--- src/rtl/inst_loader.sv ---
// UART program loader: receives 8N1 bytes, packs them little-endian into 32-bit
// words and writes them to consecutive instruction BRAM addresses until the terminator.
module inst_loader #(
    parameter int CLK_PER_HALF_BIT = 434,
    parameter int ADDR_W           = 15
) (
    input  logic              clk,
    input  logic              rstn,
    input  logic              start,
    input  logic              rxd,
    output logic              wea,
    output logic [ADDR_W-1:0] addra,
    output logic [31:0]       dina,
    output logic [ADDR_W:0]   word_count,
    output logic              busy,
    output logic              done,
    output logic              err
);

    localparam int                CNT_W     = $clog2(2 * CLK_PER_HALF_BIT + 1);
    localparam logic [CNT_W-1:0]  HALF_LAST = CNT_W'(CLK_PER_HALF_BIT - 1);
    localparam logic [CNT_W-1:0]  BIT_LAST  = CNT_W'(2 * CLK_PER_HALF_BIT - 1);
    localparam logic [CNT_W-1:0]  CNT_ZERO  = {CNT_W{1'b0}};
    localparam logic [CNT_W-1:0]  CNT_ONE   = CNT_W'(1);
    localparam logic [ADDR_W-1:0] ADDR_MAX  = {ADDR_W{1'b1}};
    localparam logic [ADDR_W:0]   WC_ZERO   = {(ADDR_W + 1){1'b0}};
    localparam logic [ADDR_W:0]   WC_ONE    = {{ADDR_W{1'b0}}, 1'b1};
    localparam logic [31:0]       TERM_WORD = 32'h0000_003F;

    typedef enum logic [1:0] {
        S_IDLE = 2'd0,
        S_LOAD = 2'd1,
        S_DONE = 2'd2
    } top_state_t;

    typedef enum logic [1:0] {
        R_IDLE  = 2'd0,
        R_START = 2'd1,
        R_DATA  = 2'd2,
        R_STOP  = 2'd3
    } rx_state_t;

    function automatic logic is_term(input logic [31:0] w);
        return (w == TERM_WORD);
    endfunction

    top_state_t        top_state_r, top_next_s;
    rx_state_t         rx_state_r, rx_next_s;
    logic              rxd_meta_r, rxd_sync_r;
    logic [CNT_W-1:0]  cnt_r;
    logic [2:0]        bit_idx_r;
    logic [7:0]        shift_r;
    logic              brk_r;
    logic [1:0]        byte_idx_r;
    logic [23:0]       word_r;
    logic              wea_r;
    logic [ADDR_W-1:0] addra_r;
    logic [31:0]       dina_r;
    logic [ADDR_W:0]   word_count_r;
    logic              busy_r, done_r, err_r;
    logic              busy_s, done_s, enter_load_s, rx_en_s;
    logic              end_load_s, overflow_s;
    logic              data_tick_s, byte_ok_s, frame_err_s;

    // Two-flop synchronizer for the asynchronous serial input (idles high).
    always_ff @(posedge clk) begin
        if (!rstn) begin
            rxd_meta_r <= 1'b1;
            rxd_sync_r <= 1'b1;
        end else begin
            rxd_meta_r <= rxd;
            rxd_sync_r <= rxd_meta_r;
        end
    end

    // Decode of the word just written: terminator or last addressable word ends the session.
    always_comb begin
        end_load_s = 1'b0;
        overflow_s = 1'b0;
        if (wea_r) begin
            end_load_s = is_term(dina_r) || (addra_r == ADDR_MAX);
            overflow_s = !is_term(dina_r) && (addra_r == ADDR_MAX);
        end else begin
            end_load_s = 1'b0;
            overflow_s = 1'b0;
        end
    end

    // Top FSM state register.
    always_ff @(posedge clk) begin
        if (!rstn) begin
            top_state_r <= S_IDLE;
        end else begin
            top_state_r <= top_next_s;
        end
    end

    // Top FSM next-state logic; start is only honoured outside LOAD.
    always_comb begin
        top_next_s = top_state_r;
        case (top_state_r)
            S_IDLE: begin
                if (start) top_next_s = S_LOAD;
                else       top_next_s = S_IDLE;
            end
            S_LOAD: begin
                if (end_load_s) top_next_s = S_DONE;
                else            top_next_s = S_LOAD;
            end
            S_DONE: begin
                if (start) top_next_s = S_LOAD;
                else       top_next_s = S_DONE;
            end
            default: top_next_s = S_IDLE;
        endcase
    end

    // Top FSM outputs; busy/done are registered from the next state.
    always_comb begin
        busy_s       = (top_next_s == S_LOAD);
        done_s       = (top_next_s == S_DONE);
        rx_en_s      = (top_state_r == S_LOAD);
        enter_load_s = 1'b0;
        if (top_state_r != S_LOAD) begin
            enter_load_s = start;
        end else begin
            enter_load_s = 1'b0;
        end
    end

    // RX FSM state register; held in R_IDLE whenever not loading.
    always_ff @(posedge clk) begin
        if (!rstn || !rx_en_s) begin
            rx_state_r <= R_IDLE;
        end else begin
            rx_state_r <= rx_next_s;
        end
    end

    // RX FSM next-state logic; after a framing error R_STOP waits for the line to idle.
    always_comb begin
        rx_next_s = rx_state_r;
        case (rx_state_r)
            R_IDLE: begin
                if (!rxd_sync_r) rx_next_s = R_START;
                else             rx_next_s = R_IDLE;
            end
            R_START: begin
                if (cnt_r == HALF_LAST) rx_next_s = rxd_sync_r ? R_IDLE : R_DATA;
                else                    rx_next_s = R_START;
            end
            R_DATA: begin
                if ((cnt_r == BIT_LAST) && (bit_idx_r == 3'd7)) rx_next_s = R_STOP;
                else                                            rx_next_s = R_DATA;
            end
            R_STOP: begin
                if (brk_r || (cnt_r == BIT_LAST)) rx_next_s = rxd_sync_r ? R_IDLE : R_STOP;
                else                              rx_next_s = R_STOP;
            end
            default: rx_next_s = R_IDLE;
        endcase
    end

    // RX FSM outputs: data-bit sample strobe and stop-bit verdict.
    always_comb begin
        data_tick_s = 1'b0;
        byte_ok_s   = 1'b0;
        frame_err_s = 1'b0;
        case (rx_state_r)
            R_DATA: data_tick_s = (cnt_r == BIT_LAST);
            R_STOP: begin
                if (!brk_r && (cnt_r == BIT_LAST)) begin
                    byte_ok_s   = rxd_sync_r;
                    frame_err_s = !rxd_sync_r;
                end else begin
                    byte_ok_s   = 1'b0;
                    frame_err_s = 1'b0;
                end
            end
            default: data_tick_s = 1'b0;
        endcase
    end

    // RX bit timer, bit counter and LSB-first shift register.
    always_ff @(posedge clk) begin
        if (!rstn || !rx_en_s) begin
            cnt_r     <= CNT_ZERO;
            bit_idx_r <= 3'd0;
            shift_r   <= 8'd0;
            brk_r     <= 1'b0;
        end else begin
            case (rx_state_r)
                R_IDLE: begin
                    cnt_r     <= CNT_ZERO;
                    bit_idx_r <= 3'd0;
                    brk_r     <= 1'b0;
                end
                R_START: begin
                    cnt_r <= (cnt_r == HALF_LAST) ? CNT_ZERO : (cnt_r + CNT_ONE);
                end
                R_DATA: begin
                    if (data_tick_s) begin
                        cnt_r     <= CNT_ZERO;
                        bit_idx_r <= bit_idx_r + 3'd1;
                        shift_r   <= {rxd_sync_r, shift_r[7:1]};
                    end else begin
                        cnt_r <= cnt_r + CNT_ONE;
                    end
                end
                R_STOP: begin
                    cnt_r <= (brk_r || (cnt_r == BIT_LAST)) ? CNT_ZERO : (cnt_r + CNT_ONE);
                    if (frame_err_s) begin
                        brk_r <= 1'b1;
                    end
                end
                default: cnt_r <= CNT_ZERO;
            endcase
        end
    end

    // Word assembly, BRAM write port, session counters and status flags.
    always_ff @(posedge clk) begin
        if (!rstn) begin
            byte_idx_r   <= 2'd0;
            word_r       <= 24'd0;
            wea_r        <= 1'b0;
            addra_r      <= {ADDR_W{1'b0}};
            dina_r       <= 32'd0;
            word_count_r <= WC_ZERO;
            busy_r       <= 1'b0;
            done_r       <= 1'b0;
            err_r        <= 1'b0;
        end else begin
            busy_r <= busy_s;
            done_r <= done_s;
            wea_r  <= 1'b0;
            if (enter_load_s) begin
                byte_idx_r   <= 2'd0;
                word_r       <= 24'd0;
                word_count_r <= WC_ZERO;
                err_r        <= 1'b0;
            end else if (top_state_r == S_LOAD) begin
                if (overflow_s || frame_err_s) begin
                    err_r <= 1'b1;
                end
                if (byte_ok_s) begin
                    byte_idx_r <= byte_idx_r + 2'd1;
                    case (byte_idx_r)
                        2'd0:    word_r[7:0]   <= shift_r;
                        2'd1:    word_r[15:8]  <= shift_r;
                        2'd2:    word_r[23:16] <= shift_r;
                        default: begin
                            wea_r        <= 1'b1;
                            addra_r      <= word_count_r[ADDR_W-1:0];
                            dina_r       <= {shift_r, word_r};
                            word_count_r <= word_count_r + WC_ONE;
                        end
                    endcase
                end
            end
        end
    end

    assign wea        = wea_r;
    assign addra      = addra_r;
    assign dina       = dina_r;
    assign word_count = word_count_r;
    assign busy       = busy_r;
    assign done       = done_r;
    assign err        = err_r;

endmodule

--- config.mk ---
export PLATFORM = sky130hd
export DESIGN_NAME = inst_loader
export DESIGN_NICKNAME = d
export VERILOG_FILES = /design/src/rtl/inst_loader.sv
export SDC_FILE = /design/constraint.sdc
export NUM_CORES = 1
export LEC_CHECK = 0
export BUFFER_PORTS_ARGS = -buffer_cell sky130_fd_sc_hd__buf_2
export CORE_AREA = 2 2 135 137
export CTS_BUF_LIST = sky130_fd_sc_hd__clkbuf_8
export CTS_CLUSTER_DIAMETER = 50
export DETAILED_ROUTE_END_ITERATION = 16
export DIE_AREA = 0 0 137 139
export GPL_ROUTABILITY_DRIVEN = 0
export GPL_TIMING_DRIVEN = 0
export PLACE_DENSITY = 0.57
export SETUP_SLACK_MARGIN = 0.02
export SYNTH_ARGS = -nofsm -noshare
export SYNTH_HDL_FRONTEND = slang
export SYNTH_SLANG_ARGS = --single-unit
--- constraint.sdc ---
create_clock -name clk -period 2.1 [get_ports clk]
set_input_delay 0.21 -clock clk [delete_from_list [all_inputs] [get_ports clk]]
set_output_delay 0.21 -clock clk [all_outputs]
set_load 0.005 [all_outputs]
# Word-level counts from Yosys, hierarchy flattened
# Index checks and enable logic that the tools add are counted.
[totals] out_inout_bits=67 word_cells=103 regBits=121
[classes] reduce_logical=30 n_mux=28 n_bitwise=5 eq_ne=17 addsub=4
[op_table] op="10-bit one-hot mux with 4 select lines" n=1
[op_table] op="32-bit by 6-bit == test with 1-bit output, second input constant" n=1
[op_table] op="10-bit 2-to-1 mux" n=3
[op_table] op="16-bit by 1-bit adder with 16-bit output, second input constant" n=1
[op_table] op="15-bit == test, second input constant" n=1
[op_table] op="1-bit 2-to-1 mux" n=13
[op_table] op="2-bit 2-to-1 mux" n=6
[op_table] op="3-bit AND reduction" n=4
[op_table] op="10-bit by 1-bit adder with 10-bit output, second input constant" n=1
[op_table] op="10-bit == test, second input constant" n=1
[op_table] op="10-bit by 9-bit == test with 1-bit output, second input constant" n=1
[op_table] op="2-bit == test, second input constant" n=5
[op_table] op="2-bit AND reduction" n=5
[op_table] op="2-bit by 1-bit == test with 1-bit output, second input constant" n=4
[op_table] op="2-bit one-hot mux with 4 select lines" n=1
[op_table] op="2-bit logical NOT" n=3
[op_table] op="2-bit one-hot mux with 3 select lines" n=1
[op_table] op="3-bit one-hot mux with 2 select lines" n=1
[op_table] op="1-bit logical NOT" n=5
[op_table] op="1-bit inverter" n=5
[op_table] op="1-bit logical OR" n=4
[op_table] op="2-bit != test, second input constant" n=2
[op_table] op="4-bit AND reduction" n=1
[op_table] op="2-bit nonzero test" n=2
[op_table] op="10 further kinds" n=12

# Logic depth before layout (Yosys ltp)
# Gate-level depths: netlist of run 1.
[logic_depth] depth_word=6 ltp_mapped=8 mapped_depth_nobuf=6

# Least setup slack after synthesis of run 1
# No wires, ideal clock.
[synth_timing] path_kind="register to register" startpoint="reg cnt_r[0]" endpoint="reg word_r[16]" n_path_buf=1 t_required_ns=2.028 slack_ns=0.149 period_less_slack_ns=1.951 arrival_ns=1.880 stages_incl_launch_ff=7 cell_sequence="dfxtp_1 > ha_1 > or4b_4 > nor3_4 > and3_1 > buf_6 > mux2i_1"
[synth_via] elab_chain_len=5
[synth_lines] element="start: declaration" line_no="50" rtl="logic [CNT_W-1:0] cnt_r;"
[synth_lines] element="start signal: assignment" line_no="199" rtl="cnt_r <= (cnt_r == HALF_LAST) ? CNT_ZERO : (cnt_r + CNT_ONE);"
[synth_lines] element="start signal: assignment" line_no="207" rtl="cnt_r <= cnt_r + CNT_ONE;"
[synth_lines] element="start signal: assignment" line_no="211" rtl="cnt_r <= (brk_r || (cnt_r == BIT_LAST)) ? CNT_ZERO : (cnt_r + CNT_ONE);"
[synth_lines] element="10-bit == test" line_no="172" rtl="if (!brk_r && (cnt_r == BIT_LAST)) begin"
[synth_lines] element="1-bit logical AND" line_no="172"
[synth_lines] element="1-bit 2-to-1 mux" line_no="172"
[synth_lines] element="1-bit 2-to-1 mux" line_no="169" rtl="case (rx_state_r)"
[synth_lines] element="3-bit AND reduction (no line)"
[synth_lines] element="end signal: assignment" line_no="251" rtl="2'd2: word_r[23:16] <= shift_r;"
[synth_lines] element="end: declaration" line_no="55" rtl="logic [23:0] word_r;"
# Every way passes these cells.
# A chain may end at the register's enable or synchronous reset.

# Final worst setup path of run 1
[layout_timing] startpoint="reg rxd_sync_r" endpoint="reg word_count_r[3] (netlist: word_count[3])"
[layout_via] elab_chain_len=3
[layout_lines] element="start: declaration" line_no="49" rtl="logic rxd_meta_r, rxd_sync_r;"
[layout_lines] element="start signal: assignment" line_no="72" rtl="rxd_sync_r <= rxd_meta_r;"
[layout_lines] element="1-bit 2-to-1 mux" line_no="172"
[layout_lines] element="1-bit 2-to-1 mux" line_no="169"
[layout_lines] element="3-bit AND reduction (no line)"
[layout_lines] element="end signal: assignment" line_no="256" rtl="word_count_r <= word_count_r + WC_ONE;"
[layout_lines] element="end: declaration" line_no="59" rtl="logic [ADDR_W:0] word_count_r;"
# Every way passes these cells.

==> flow_metrics.py, run 1 <==
metrics = {
    "status": {
        "status": "finished, final reports clean",
    },
    "timing": {
        "worst_pin_slew_ns": 1.175,
        "finClkSkew_ns": 0.01182,
        "finalCriticalPeriod_ns": 1.984,
        "finalSetupViolations": 0,
        "hold_viol": 0,
        "max_freq_mhz": 504.0,
        "fin_crit_sh_pct": 94.48,
        "final.setup.tns_ns": 0,
        "hold_slack_ns": 0.1098,
        "drv_slew": 0,
        "rsz0062_at_grt": "yes",
        "slew_headroom_pct": 20.97,
    },
    "floorplanning": {
        "core_area_um2": 17660,
        "fp.dieH_um": 139,
        "fp-row-count": 49,
        "boundaryPins": 71,
        "die_area_um2": 19040,
        "initial_core_util_pct": 29.29,
        "die_x_um": 137,
    },
    "global_route": {
        "grt_busiest_layer": "met2",
        "grt_use_met1_pct": 21.62,
        "grt_use_met2_pct": 22.75,
        "antenna_found_initial": 0,
        "grt_overflow_total": 0,
        "gr-usage-all-layers_pct": 15.31,
        "grt_max_degree": 17,
        "grtUsageMet3_pct": 3.765,
        "grt_pass1_vias": 4278,
        "grt_pass1_wl_mm": 22.78,
    },
    "logic_synthesis": {
        "syn_nets": 596,
        "synth_area_per_cell_um2": 8.870,
        "synthFlopType": "dfxtp_1",
        "seq_area_frac_synth_pct": 46.84,
        "syn-instance-count": 583,
        "yosys_register_bits": 121,
        "syn_area_um2": 5171,
        "synth_edf_count": 0,
        "ys_types": 50,
        "ys_warn_count": 0,
        "async_flop_share_pct": 0,
    },
    "placement": {
        "dpl.hpwl_mm": 10.13,
        "placed_area_um2": 5803,
        "io_buffer_count": 69,
    },
    "route": {
        "routed_wl_mm": 14.33,
        "vias": 4677,
        "final_antenna_net_count": 0,
        "wl_per_cell_um": 15.68,
        "viasPerCell": 5.117,
        "drt_pass1_iterations": 4,
        "drtIter0Drc": 334,
        "drcViolationCount": 0,
    },
    "worst_setup_path": {
        "worstSetupPathType": "flop to flop",
        "crit_slowest_cell": "dfxtp_1",
        "critPathTopFamily": "simple AND/OR/NAND/NOR gates",
        "worstPathArrival_ns": 2.35,
        "slowest_delay_ns": 0.52,
        "startpoint": "rxd_sync_r",
        "worstReg2RegStart": "rxd_sync_r",
        "crit_path_max_fanout": 10,
        "critPathLaunchType": "flop",
        "critPathCaptureType": "flop",
        "path_cells": "and4b_2 -> nand4_4 -> clkbuf_4 -> or4_1 -> a21oi_1",
        "critical_path_buf_inv_count": 1,
        "cp.required_ns": 2.47,
    },
    "clock_network": {
        "clkSinkCount": 121,
        "clk_pin_slew_ns": 0.07,
        "root_buffer": "clkbuf_8",
        "cts_tree": "yes",
        "cts_max_path_buffers": 2,
        "htreeDepth": 4,
        "clock_latency_ns": 0.45,
        "numCtsBuffers": 17,
    },
    "pwr": {
        "leakagePower_nw": 2.310,
        "ir_drop_mv": 0.3554,
        "p_int_w": 0.003176,
        "pwr-share-seq_pct": 56.0,
        "swShare_pct": 22.96,
        "p_comb_share_pct": 2.3,
        "power.density_nw_per_um2": 658.4,
        "clockPowerShare_pct": 41.7,
        "p_sw_w": 0.0009463,
    },
    "cells_and_area": {
        "syn2layout_area_growth_pct": 21.07,
        "fin_nets": 690,
        "antenna_cells": 0,
        "final_core_util_pct": 35.46,
        "drive_gt1_share_pct": 19.85,
        "fillers": 1855,
        "stdcell_area_um2": 6261,
    },
    "worst_hold_path": {
        "hold_path_class": "primary input to flop",
        "min_from": "rstn",
    },
    "job": {
        "cap_violations": 0,
    },
}
[final cells by class]
| class | count | area [um^2] | area share, % |
|---|---|---|---|
| sequential | 121 | 2427 | 38.77 |
| buffer | 41 | 206.4 | 3.297 |
| clock buffer | 20 | 275.3 | 4.396 |
| multi-input combinational | 411 | 2586 | 41.31 |
| inverter | 10 | 37.54 | 0.5995 |
| clock inverter | 7 | 32.53 | 0.5196 |
| tap | 229 | 286.5 | 4.576 |
| timing repair buffer | 75 | 409.1 | 6.535 |
[cell usage after synthesis (12+ instances only)]
master    count  area (um^2)
nand3_1      61        305.3
mux2i_1      33        330.3
a21oi_1      66        330.3
clkbuf_1     26        97.59
nand4_1      13        81.33
o21ai_0      54        270.3
dfxtp_1     121         2422
or4_1        12        90.09
nor2_1       26        97.59
o31ai_1      14        105.1
nand2_1      51        191.4
[path summary, 6_finish.rpt]
kind                   end  slack, ns  cells after the start
min             rxd_sync_r       0.11                      2
max          word_count[3]       0.12                      5
min reg2reg     rxd_sync_r       0.43                      1
max reg2reg  word_count[3]       0.12                      5
[stage by stage]
step           cells  setup WS, ns  total power (W)
6_report         914        0.1160         0.004122
5_1_grt          914      0.007800         0.004271
4_1_cts          913       0.02935         0.004167
3_5_place_dp     881       -0.2359         0.002451
3_3_place_gp     881       -0.2205         0.002451
2_1_floorplan    583        0.1486         0.002416
[layer usage]
metal | vias to the layer above | share of wire [%] | routed length, um
met4 | 0 | 1.1 | 157
met2 | 117 | 45 | 6390
li1 | 2321 | - | -
met5 | - | 0 | 0
met3 | 12 | 4.9 | 704
met1 | 2227 | 49 | 7077
[layout by cell type (no fill, tap or decap), types with 3 or more instances in the layout]
master    count
nand2b_1      3
clkbuf_4      3
inv_1        12
o31ai_1      14
nor4_1        9
o21ai_0      53
and4_1        3
nand2_1      51
dfxtp_1     119
mux2i_1      33
or3_1         3
nand3_1      61
nand4_1      13
or4_1        12
ha_1          8
buf_4         7
nor2_1       26
clkinv_2      5
and2_1        5
a21oi_1      65
buf_6         3
xnor2_1       7
nor3_1        5
clkbuf_2      3
buf_2        75
clkbuf_1     22
clkbuf_8     20
[state kept, by name, indices dropped and copies added (netlist names), 2 cells and up]
signal,flops
dina,32
top_state_r,2
byte_idx_r,2
cnt_r,10
shift_r,8
bit_idx_r,3
rx_state_r,2
word_r,24
addra,15
word_count,16
[power by group through the flow]
stage	logic [W]	clock network (W)	registers, W
4_1_cts	0.0000939	0.00177	0.00231
3_3_place_gp	0.0000919	0	0.00236
2_1_floorplan	0.0000592	0	0.00236
6_report	0.0000949	0.00172	0.00231
3_5_place_dp	0.0000920	0	0.00236
5_1_grt	0.000103	0.00186	0.00231
[timing repair]
action	CTS	global route
gates cloned	0	0
pin swaps	2	1
hold buffers	1	0
buffers inserted	4	1
endpoints found under the hold margin	1	0
resized for setup	16	14
endpoints found under the setup margin	86	96
[worst reg2reg max path: stages (launching register included)]
cell and delay (ns):
dfxtp_1 0.52, and4b_2 0.35, nand4_4 0.15, clkbuf_4 0.23, or4_1 0.50, a21oi_1 0.16
[logic make-up (layout without fill, tap and decap cells)]
kind of cell | Yosys count | in the layout | share of synthesized area, %
xor+xnor | 9 | 9 | 1.524
buf+inv | 51 | 153 | 4.186
mux | 33 | 33 | 6.388
flops | 121 | 121 | 46.84
compound gates | 147 | 147 | 16.09
fa+ha+maj | 9 | 9 | 2.178
simple gates | 213 | 213 | 22.79
(Power assumes the default switching activity.)
==> inputs of run 2 (changes only) <==
==> constraint.sdc (replaced) <==
create_clock -name clk -period 2.45 [get_ports clk]
set_input_delay 0.245 -clock clk [delete_from_list [all_inputs] [get_ports clk]]
set_output_delay 0.245 -clock clk [all_outputs]
set_load 0.005 [all_outputs]
==> run 2 against run 1 <==
Compared with the run above: total power shrank 14%; clock skew shrank 0.0012 ns; sequential share of layout area grew 0.74 points; hold slack gained 0.040 ns; clock power shrank 14%; cell count shrank 0.55%; first-iteration DRC count shrank 12%; largest cell class unchanged; largest power group unchanged.
==> flow_metrics.py, run 2 (same netlist as run 1, synthesis figures left out) <==
metrics = {
    "status": {
        "status": "finished, final reports clean",
    },
    "pwr": {
        "power.density_nw_per_um2": 577.3,
        "leakagePower_nw": 2.264,
        "ir_drop_mv": 0.3098,
    },
    "timing": {
        "final.setup.tns_ns": 0,
        "finClkSkew_ns": 0.01059,
        "finalCriticalPeriod_ns": 2.211,
        "finalSetupViolations": 0,
        "drv_slew": 0,
        "worst_pin_slew_ns": 1.155,
        "max_freq_mhz": 452.4,
        "slew_headroom_pct": 22.30,
        "rsz0062_at_grt": "no",
        "fin_crit_sh_pct": 90.23,
        "hold_viol": 0,
        "fin_ws_ns": 0.2394,
    },
    "cells_and_area": {
        "final_cell_mix": "121 x dfxtp_1, 79 x buf_2, 66 x a21oi_1, 61 x nand3_1, 54 x o21ai_0",
        "drive_gt1_share_pct": 17.50,
        "largest_reg_flops": 32,
        "antenna_cells": 0,
        "syn2layout_area_growth_pct": 18.56,
        "final_common_cell": "dfxtp_1",
        "fillers": 1875,
        "fin_nets": 685,
    },
    "route": {
        "viasPerCell": 5.100,
        "drcViolationCount": 0,
        "drt_pass1_iterations": 4,
        "drtIter0Drc": 294,
        "drt-met1-wl_mm": 7.012,
        "met3WireLength_um": 695,
        "final_antenna_net_count": 0,
        "wl_per_cell_um": 15.52,
        "met2_length_mm": 6.215,
        "routed_wl_mm": 14.11,
        "topRoutingLayerUsed": "met4",
        "vias": 4636,
    },
    "worst_setup_path": {
        "worstReg2RegStart": "dina[27]",
        "worstPathArrival_ns": 2.60,
        "path_cells": "nor4_1 -> nand4_1 -> nor3_1 -> o311a_1",
        "reg2reg_to": "done",
        "crit_path_max_fanout": 4,
        "crit_slowest_cell": "nor4_1",
        "critical_path_buf_inv_count": 0,
        "cp-endpoint": "done",
        "rrSetupSlack_ns": 0.24,
        "cp.required_ns": 2.83,
        "rr_worst_depth": 4,
        "critPathCaptureType": "flop",
        "worstSetupPathType": "flop to flop",
        "slowest_delay_ns": 0.69,
        "critPathTopFamily": "simple AND/OR/NAND/NOR gates",
        "cp.depth": 4,
        "startpoint": "dina[27]",
        "critPathLaunchType": "flop",
    },
    "clock_network": {
        "htreeDepth": 4,
        "cts_max_path_buffers": 2,
        "clock_latency_ns": 0.44,
        "clk_pin_slew_ns": 0.07,
        "clkSinkCount": 121,
        "cts_tree": "yes",
        "root_buffer": "clkbuf_8",
        "numCtsBuffers": 17,
        "post_cts_buffers": 0,
    },
    "floorplanning": {
        "boundaryPins": 71,
        "die_area_um2": 19040,
        "initial_core_util_pct": 29.29,
        "fp.dieH_um": 139,
        "die_x_um": 137,
        "fp-row-count": 49,
        "core_area_um2": 17660,
    },
    "global_route": {
        "grt_overflow_total": 0,
        "gr-usage-all-layers_pct": 15.15,
        "grt_pass1_wl_mm": 22.51,
        "grt_max_degree": 17,
        "grt_pass1_vias": 4218,
        "antenna_found_initial": 0,
    },
    "placement": {
        "place_ws_ns": 0.1141,
        "dpl.hpwl_mm": 10.13,
        "io_buffer_count": 69,
    },
    "job": {
        "cap_violations": 0,
    },
    "worst_hold_path": {
        "hold_path_class": "primary input to flop",
    },
}
-- run 2: layout make-up --
cell class | instances | area, um^2 | share of cell area (%)
flip-flops and latches | 121 | 2422 | 39.51
well taps | 229 | 286.5 | 4.673
plain buffers | 41 | 180.2 | 2.939
inverters | 10 | 37.54 | 0.6122
clock inverters | 7 | 32.53 | 0.5306
multi-input cells | 411 | 2541 | 41.45
clock buffers | 20 | 275.3 | 4.490
repair buffers | 70 | 355.3 | 5.796
-- run 2: routing by layer --
| metal | global-route usage [%] | vias to the layer above |
|---|---|---|
| li1 | - | 2318 |
| met1 | 21.49 | 2195 |
| met2 | 22.34 | 107 |
| met3 | 3.765 | 16 |
| met4 | 5.046 | 0 |
| met5 | 0 | - |
-- run 2: per-stage QoR --
| stage | power (W) | utilization, % | area (um^2) | instances | hold WS, ns |
|---|---|---|---|---|---|
| final | 0.003540 | 34.72 | 6131 | 909 | 0.1494 |
| after global routing | 0.003660 | 34.72 | 6131 | 909 | 0.1381 |
| after CTS | 0.003571 | 34.67 | 6121 | 909 | 0.1286 |
| after detailed placement | 0.002101 | 32.87 | 5803 | 881 | 0.4110 |
| after global placement | 0.002101 | 32.87 | 5803 | 881 | 0.4005 |
| after floorplan | 0.002071 | - | 5171 | 583 | 0.3465 |
-- run 2: worst min-delay path by stage --
stage               start             end  slack, ns  cells after the start
6_report             rstn      rxd_sync_r       0.15                      2
2_1_floorplan         rxd      rxd_meta_r       0.35                      1
4_1_cts             start  top_state_r[0]       0.13                      3
5_1_grt              rstn      rxd_sync_r       0.14                      2
3_3_place_gp   rxd_meta_r      rxd_sync_r       0.40                      1
3_5_place_dp   rxd_meta_r      rxd_sync_r       0.41                      1
-- run 2: what timing repair did --
item,CTS,global route
gates resized for setup,0,3
setup endpoints to repair,0,11
endpoints found under the hold margin,1,0
hold buffers,1,0
-- run 2: where the power goes --
| group | switching [W] | leakage [nW] | internal (W) |
|---|---|---|---|
| Sequential | 0.00000514 | 0.975 | 0.00197 |
| Clock | 0.000750 | 0.174 | 0.000732 |
| Combinational | 0.0000620 | 1.11 | 0.0000174 |
| Total | 0.000817 | 2.26 | 0.00272 |
